===== src/rtl/cl_stat_multi_slave_if.sv =====
// Stat-bus bundle for cl_stat_multi_slave: one address/strobe/data lane per channel.
// The shell side drives requests (master); the custom-logic responder acks them (slave).
interface cl_stat_multi_slave_if #(
  parameter int NUM_CH = 3,
  parameter int ADDR_W = 8
);
  logic [NUM_CH*ADDR_W-1:0] stat_addr;
  logic [NUM_CH-1:0]        stat_wr;
  logic [NUM_CH-1:0]        stat_rd;
  logic [NUM_CH*32-1:0]     stat_wdata;
  logic [NUM_CH-1:0]        stat_ack;
  logic [NUM_CH*32-1:0]     stat_rdata;

  modport master (
    output stat_addr, stat_wr, stat_rd, stat_wdata,
    input  stat_ack, stat_rdata
  );

  modport slave (
    input  stat_addr, stat_wr, stat_rd, stat_wdata,
    output stat_ack, stat_rdata
  );
endinterface


===== src/rtl/cl_stat_multi_slave.sv =====
// Multi-channel stat-bus responder: per-channel register bank (version, ID, W1C interrupts,
// drop counter, scratch) behind a fixed-latency ack FSM, plus the design's reset synchroniser.
module cl_stat_multi_slave #(
  parameter int          NUM_CH          = 3,
  parameter int          ADDR_W          = 8,
  parameter int          NUM_SCRATCH     = 4,
  parameter int          ACK_LAT         = 2,
  parameter logic [31:0] VERSION         = 32'hEEEE_EE00,
  parameter int          RST_SYNC_STAGES = 2
) (
  input  logic                     clk,
  input  logic                     rst_n,
  output logic                     sync_rst_n,
  cl_stat_multi_slave_if.slave     stat,
  input  logic [NUM_CH*8-1:0]      evt_in,
  output logic [NUM_CH*8-1:0]      stat_int
);

  typedef enum logic {ST_IDLE, ST_BUSY} state_t;

  localparam int         WW       = ADDR_W - 2;
  localparam logic [3:0] CNT_LOAD = 4'(ACK_LAT - 1);

  logic [RST_SYNC_STAGES-1:0] sync_q, sync_d;

  always_comb sync_d = {sync_q[RST_SYNC_STAGES-2:0], 1'b1};

  always_ff @(posedge clk or negedge rst_n) begin
    if (!rst_n) sync_q <= '0;
    else        sync_q <= sync_d;
  end

  assign sync_rst_n = sync_q[RST_SYNC_STAGES-1];

  for (genvar c = 0; c < NUM_CH; c++) begin : g_ch
    logic [WW-1:0]  in_word;
    logic           in_wr;
    logic           in_rd;
    logic [31:0]    in_wdata;
    logic [7:0]     in_evt;
    logic           req;

    state_t         state_q, state_d;
    logic [3:0]     cnt_q, cnt_d;
    logic [WW-1:0]  word_q, word_d;
    logic           is_wr_q, is_wr_d;
    logic [7:0]     status_q, status_d;
    logic [7:0]     mask_q, mask_d;
    logic [7:0]     int_q, int_d;
    logic [15:0]    drop_q, drop_d;
    logic [31:0]    scratch_q [NUM_SCRATCH];
    logic [31:0]    scratch_d [NUM_SCRATCH];
    logic [7:0]     w1c;
    logic [31:0]    rd_val;
    logic           ack;

    // Byte address bits [1:0] are dropped here so decode works on word offsets.
    assign in_word  = stat.stat_addr[c*ADDR_W+2 +: WW];
    assign in_wr    = stat.stat_wr[c];
    assign in_rd    = stat.stat_rd[c];
    assign in_wdata = stat.stat_wdata[c*32 +: 32];
    assign in_evt   = evt_in[c*8 +: 8];
    assign req      = (in_wr | in_rd) & sync_rst_n;

    always_comb begin
      state_d   = state_q;
      cnt_d     = cnt_q;
      word_d    = word_q;
      is_wr_d   = is_wr_q;
      mask_d    = mask_q;
      drop_d    = drop_q;
      scratch_d = scratch_q;
      w1c       = '0;
      int_d     = status_q & mask_q;
      case (state_q)
        ST_IDLE: begin
          if (req) begin
            state_d = ST_BUSY;
            cnt_d   = CNT_LOAD;
            word_d  = in_word;
            is_wr_d = in_wr;
            if (in_wr) begin
              if (in_word == WW'(2)) w1c    = in_wdata[7:0];
              if (in_word == WW'(3)) mask_d = in_wdata[7:0];
              if (in_word == WW'(4)) drop_d = '0;
              for (int i = 0; i < NUM_SCRATCH; i++) begin
                if (in_word == WW'(8 + i)) scratch_d[i] = in_wdata;
              end
            end
          end
        end
        ST_BUSY: begin
          if (cnt_q == 4'd0) state_d = ST_IDLE;
          else               cnt_d   = cnt_q - 4'd1;
          // Requests landing while busy are never acked, only counted.
          if (req && (drop_q != 16'hFFFF)) drop_d = drop_q + 16'd1;
        end
        default: state_d = ST_IDLE;
      endcase
      status_d = (status_q & ~w1c) | in_evt;
    end

    always_comb begin
      rd_val = 32'hDEAD_BEEF;
      if      (word_q == WW'(0)) rd_val = VERSION;
      else if (word_q == WW'(1)) rd_val = 32'(c);
      else if (word_q == WW'(2)) rd_val = {24'h0, status_q};
      else if (word_q == WW'(3)) rd_val = {24'h0, mask_q};
      else if (word_q == WW'(4)) rd_val = {16'h0, drop_q};
      for (int i = 0; i < NUM_SCRATCH; i++) begin
        if (word_q == WW'(8 + i)) rd_val = scratch_q[i];
      end
    end

    always_ff @(posedge clk or negedge rst_n) begin
      if (!rst_n) begin
        state_q  <= ST_IDLE;
        cnt_q    <= '0;
        word_q   <= '0;
        is_wr_q  <= 1'b0;
        status_q <= '0;
        mask_q   <= '0;
        int_q    <= '0;
        drop_q   <= '0;
        for (int i = 0; i < NUM_SCRATCH; i++) scratch_q[i] <= '0;
      end else begin
        state_q   <= state_d;
        cnt_q     <= cnt_d;
        word_q    <= word_d;
        is_wr_q   <= is_wr_d;
        status_q  <= status_d;
        mask_q    <= mask_d;
        int_q     <= int_d;
        drop_q    <= drop_d;
        scratch_q <= scratch_d;
      end
    end

    assign ack                      = (state_q == ST_BUSY) && (cnt_q == 4'd0);
    assign stat.stat_ack[c]         = ack;
    assign stat.stat_rdata[c*32 +: 32] = (ack && !is_wr_q) ? rd_val : 32'h0;
    assign stat_int[c*8 +: 8]       = int_q;
  end

endmodule


===== src/flat_wrapper.sv =====
// flat-port wrapper written by rule: the top's interface ports become plain ports
module cl_stat_multi_slave_flat 
#(
  parameter int          NUM_CH          = 3,
  parameter int          ADDR_W          = 8,
  parameter int          NUM_SCRATCH     = 4,
  parameter int          ACK_LAT         = 2,
  parameter logic [31:0] VERSION         = 32'hEEEE_EE00,
  parameter int          RST_SYNC_STAGES = 2
)
  (clk, rst_n, sync_rst_n, evt_in, stat_int, stat_stat_addr, stat_stat_wr, stat_stat_rd, stat_stat_wdata, stat_stat_ack, stat_stat_rdata);
  cl_stat_multi_slave_if #(.NUM_CH(NUM_CH), .ADDR_W(ADDR_W)) stat_i ();
  input  logic clk;
  input  logic rst_n;
  output logic sync_rst_n;
  input  logic [NUM_CH*8-1:0] evt_in;
  output logic [NUM_CH*8-1:0] stat_int;
  input wire logic [$bits(stat_i.stat_addr)-1:0] stat_stat_addr;
  input wire logic [$bits(stat_i.stat_wr)-1:0] stat_stat_wr;
  input wire logic [$bits(stat_i.stat_rd)-1:0] stat_stat_rd;
  input wire logic [$bits(stat_i.stat_wdata)-1:0] stat_stat_wdata;
  output wire logic [$bits(stat_i.stat_ack)-1:0] stat_stat_ack;
  output wire logic [$bits(stat_i.stat_rdata)-1:0] stat_stat_rdata;
  assign stat_i.stat_addr = stat_stat_addr;
  assign stat_i.stat_wr = stat_stat_wr;
  assign stat_i.stat_rd = stat_stat_rd;
  assign stat_i.stat_wdata = stat_stat_wdata;
  assign stat_stat_ack = stat_i.stat_ack;
  assign stat_stat_rdata = stat_i.stat_rdata;
  cl_stat_multi_slave #(.NUM_CH(NUM_CH), .ADDR_W(ADDR_W), .NUM_SCRATCH(NUM_SCRATCH), .ACK_LAT(ACK_LAT), .VERSION(VERSION), .RST_SYNC_STAGES(RST_SYNC_STAGES)) u_core (.clk(clk), .rst_n(rst_n), .sync_rst_n(sync_rst_n), .stat(stat_i), .evt_in(evt_in), .stat_int(stat_int));
endmodule

===== config.mk =====
export PLATFORM = sky130hd
export DESIGN_NAME = cl_stat_multi_slave_flat
export DESIGN_NICKNAME = d
export VERILOG_FILES = /design/src/rtl/cl_stat_multi_slave_if.sv /design/src/rtl/cl_stat_multi_slave.sv /design/src/flat_wrapper.sv
export SDC_FILE = /design/constraint.sdc
export NUM_CORES = 1
export LEC_CHECK = 0
export BUFFER_PORTS_ARGS = -buffer_cell sky130_fd_sc_hd__buf_2
export CORE_ASPECT_RATIO = 0.8
export CORE_MARGIN = 4
export CORE_UTILIZATION = 35
export DETAILED_ROUTE_END_ITERATION = 8
export PLACE_DENSITY = 0.63
export SLEW_MARGIN = 30
export SYNTH_ARGS = -nofsm -noshare
export SYNTH_HDL_FRONTEND = slang
export SYNTH_SLANG_ARGS = --single-unit

===== constraint.sdc =====
create_clock -name clk -period 4.4 [get_ports clk]
set_input_delay 0.22 -clock clk [delete_from_list [all_inputs] [get_ports clk]]
set_output_delay 0.22 -clock clk [all_outputs]
set_load 0.02 [all_outputs]

==> key figures <==
Timing
  • Hold Fails Final Rpt: 0
  • Max Freq: 247 MHz
  • RSZ-0062 raised after global routing: false
  • Worst slew pin tran: 0.984 ns
  • Setup TNS: 0 ns
  • Fin crit share: 92.1%
  • Fin crit period: 4.05 ns
  • Final setup vio count: 0
  • Worst hold slack: 0.125 ns
  • Worst Skew: 0.0229 ns
  • Worst slew margin: 34.2%
  • Final Slew Violations: 0

Critical path
  • Cell Chain, Critical Path: inv_1 -> ha_1 -> nor3b_1 -> and2_1 -> nand2b_1 -> a2111oi_0 -> buf_2
  • Worst Setup Start Kind: flip-flop
  • Max Fanout on Critical Path: 14
  • Crit-path max cell delay: 0.99 ns
  • Critical Path End Type: primary output
  • Critical path arrival: 3.83 ns
  • R2R setup slack: 1.29 ns
  • Critical setup path kind: flip-flop to primary output
  • Data required, critical path: 4.18 ns
  • Slowest-stage cell, CP: a2111oi_0

Power and ir drop
  • Clock power frac: 31.3%
  • Cell-internal power: 10400 µW
  • Share of power burned in registers: 38.9%
  • Sw frac: 36.7%
  • Comb pwr share: 29.9%
  • Power per cell area: 501 mW/mm²
  • Peak VDD IR: 0.306 mV
  • Sw Pwr: 6020 µW
  • LEAKAGE: 0.0154 µW

Synthesis
  • Syn Nets: 2486
  • Synth top cells by count: dfrtp_1, mux2_2, o21ai_0
  • Area leader, netlist: dfrtp_1
  • Number of synthesized flops with an enable pin: 0
  • Flops & latches, synth: 542
  • Post-Syn Area per Cell: 11.5 µm²
  • Post-synth top area share: 50.7%
  • Count leader, synth: dfrtp_1
  • Post-synthesis async set-or-reset flop share: 100%
  • Post-synth top flop: dfrtp_1
  • Mapped Area: 0.0267 mm²
  • Area contributors post-synth: dfrtp_1, mux2_2, mux2_4, o21ai_0, a21oi_1
  • Synth unique cells: 83
  • Seq/Total Area, Yosys: 50.7%
  • Synthesis warning total: 0
  • Synthesized netlist cell count: 2328

Floorplan
  • Cell Rows: 90
  • Initial Util: 35.4%
  • Chip width: 317 µm
  • DIE AREA: 0.0809 mm²
  • Core Box Area: 0.0756 mm²
  • Die Ht: 255 µm
  • I/O pins: 276

Finish
  • Final Instance Area: 0.0328 mm²
  • Fillers: 6968
  • Final net count: 2874
  • Synth-to-layout area growth: 22.6%
  • Layout cells sized above 1: 33.0%

Drt
  • Vias per cell: 5.63
  • Avg WL per Cell: 21.4 µm
  • Initial drt markers: 1959
  • WL final: 80.8 mm
  • DRC viols: 0
  • Total number of vias: 21300
  • First-pass DRT Iterations: 6
  • Routed Antenna Nets: 0

Placement
  • Gp weighted congestion: 0.858
  • DP HPWL: 53.9 mm
  • Placed Area: 0.0291 mm²
  • I/O Buffers: 269

Clocking
  • Clock transition at path regs: 0.06 ns
  • Clock sink count: 542
  • Latest clock arrival within the worst-skew pair: 0.63 ns
  • Num CTS Buffers: 57
  • Post-cts resize count: 0
  • TritonCTS clock tree: yes
  • Max clock buf depth: 3
  • Root buf cell: clkbuf_16
  • Htree depth: 2

Global routing
  • Maximum number of pins on one net before global-route repair: 119
  • Initial antenna violation count: 3
  • First-pass GRT wire length: 125 mm
  • Overflow after GRT: 0
  • Vias in the first global route: 21700
  • Total track usage: 19.5%

Run status
  • Outcome: complete, no violations

Flow run
  • Maxcap violations: 0

Min path
  • Hold Crit Class: input port to flip-flop
[metal layers]
| metal | global-route usage [%] | part of all wire, % | vias to the layer above |
|---|---|---|---|
| li1 | - | - | 9431 |
| met1 | 27.0 | 44 | 10900 |
| met2 | 31.1 | 47 | 844 |
| met3 | 3.63 | 7.4 | 147 |
| met4 | 5.83 | 2.4 | 0 |
| met5 | 0 | 0 | - |
[layout by cell type (no fill, tap or decap), drive strengths merged, types with 15 or more instances in the layout]
cell and n:
dfrtp 542, mux2 441, buf 317, dlygate4sd3 166, o21ai 152, nand2 141
a21oi 112, nor2 96, clkbuf 75, and2 55, o22ai 52, o221ai 41
nand3 40, nor2b 40, nor3 39, inv 36, and3 31, a21o 29
nand2b 26, a221oi 23, a31oi 21, clkinv 20, mux2i 19, nand4 17
a211oi 15
[through the flow]
| stage | util (%) | setup WS (ns) | total power, µW | std cells |
|---|---|---|---|---|
| floorplan | - | 1.72 | 9420 | 2328 |
| global placement | 38.5 | 1.10 | 11000 | 3503 |
| detailed placement | 38.5 | 0.976 | 11200 | 3503 |
| CTS | 43.4 | 0.252 | 16500 | 3775 |
| global route | 43.4 | 0.114 | 17300 | 3777 |
| finish | 43.4 | 0.349 | 16400 | 3777 |
[cell families after synthesis]
| family | share of synthesized area (%) |
|---|---|
| DFF | 50.7 |
| adders and majority gates | 0.281 |
| buffers and inverters | 3.20 |
| other | 0.0140 |
| muxes | 20.9 |
| and+or+nand+nor | 11.0 |
| AOI/OAI and AO/OA | 13.9 |
[final timing paths]
path                                    startpoint                           end  depth (start not counted)
max                        u_core.g_ch[2].cnt_q[0]           stat_stat_rdata[64]                          7
min                                stat_stat_rd[1]       u_core.g_ch[1].cnt_q[2]                          4
max reg2reg                       u_core.sync_q[1]    u_core.g_ch[0].status_q[5]                          6
min reg2reg                       u_core.sync_q[0]              u_core.sync_q[1]                          0
max in group asynchronous                    rst_n  u_core.g_ch[2].scratch_q[53]                          3
min in group asynchronous                    rst_n       u_core.g_ch[2].int_q[3]                          2
[flip-flops by register name, summed over array words and instances, names as in the netlist]
register / flops
u_core.g_ch.status_q: 24
u_core.g_ch.scratch_q: 384
u_core.g_ch.state_q: 3
u_core.g_ch.mask_q: 24
u_core.g_ch.word_q: 18
u_core.sync_q: 2
u_core.g_ch.cnt_q: 12
u_core.g_ch.is_wr_q: 3
u_core.g_ch.int_q: 24
u_core.g_ch.drop_q: 48
[final cells by class]
type | count | area (µm²) | share of cell area (%)
Sequential cell | 542 | 13600 | 41.4
Clock buffer | 75 | 1580 | 4.83
Multi-Input combinational cell | 1597 | 12400 | 37.9
Inverter | 35 | 131 | 0.401
Antenna cell | 2 | 5.00 | 0.0153
Timing Repair Buffer | 483 | 3420 | 10.4
Clock inverter | 31 | 398 | 1.21
Tap cell | 1012 | 1270 | 3.86
[power by group through the flow]
stage	Combinational [µW]	Clock [µW]	Sequential [µW]
after floorplan	3470	0	5950
after global placement	4600	0	6390
after detailed placement	4720	0	6450
after CTS	4860	5260	6360
after global routing	5340	5460	6480
final	4900	5130	6390
[what timing repair did]
item,CTS,global route
hold buffers,166,0
setup buffers,0,0
endpoints found under the hold margin,543,0
[critical path, delay by kind of cell (launching register included)]
kind | cells | cell delay (ns)
buf+inv | 2 | 0.40
flops | 1 | 0.38
simple gates | 3 | 1.23
fa+ha+maj | 1 | 0.19
compound gates | 1 | 0.99
No activity file was read; power rests on OpenSTA's default activity.
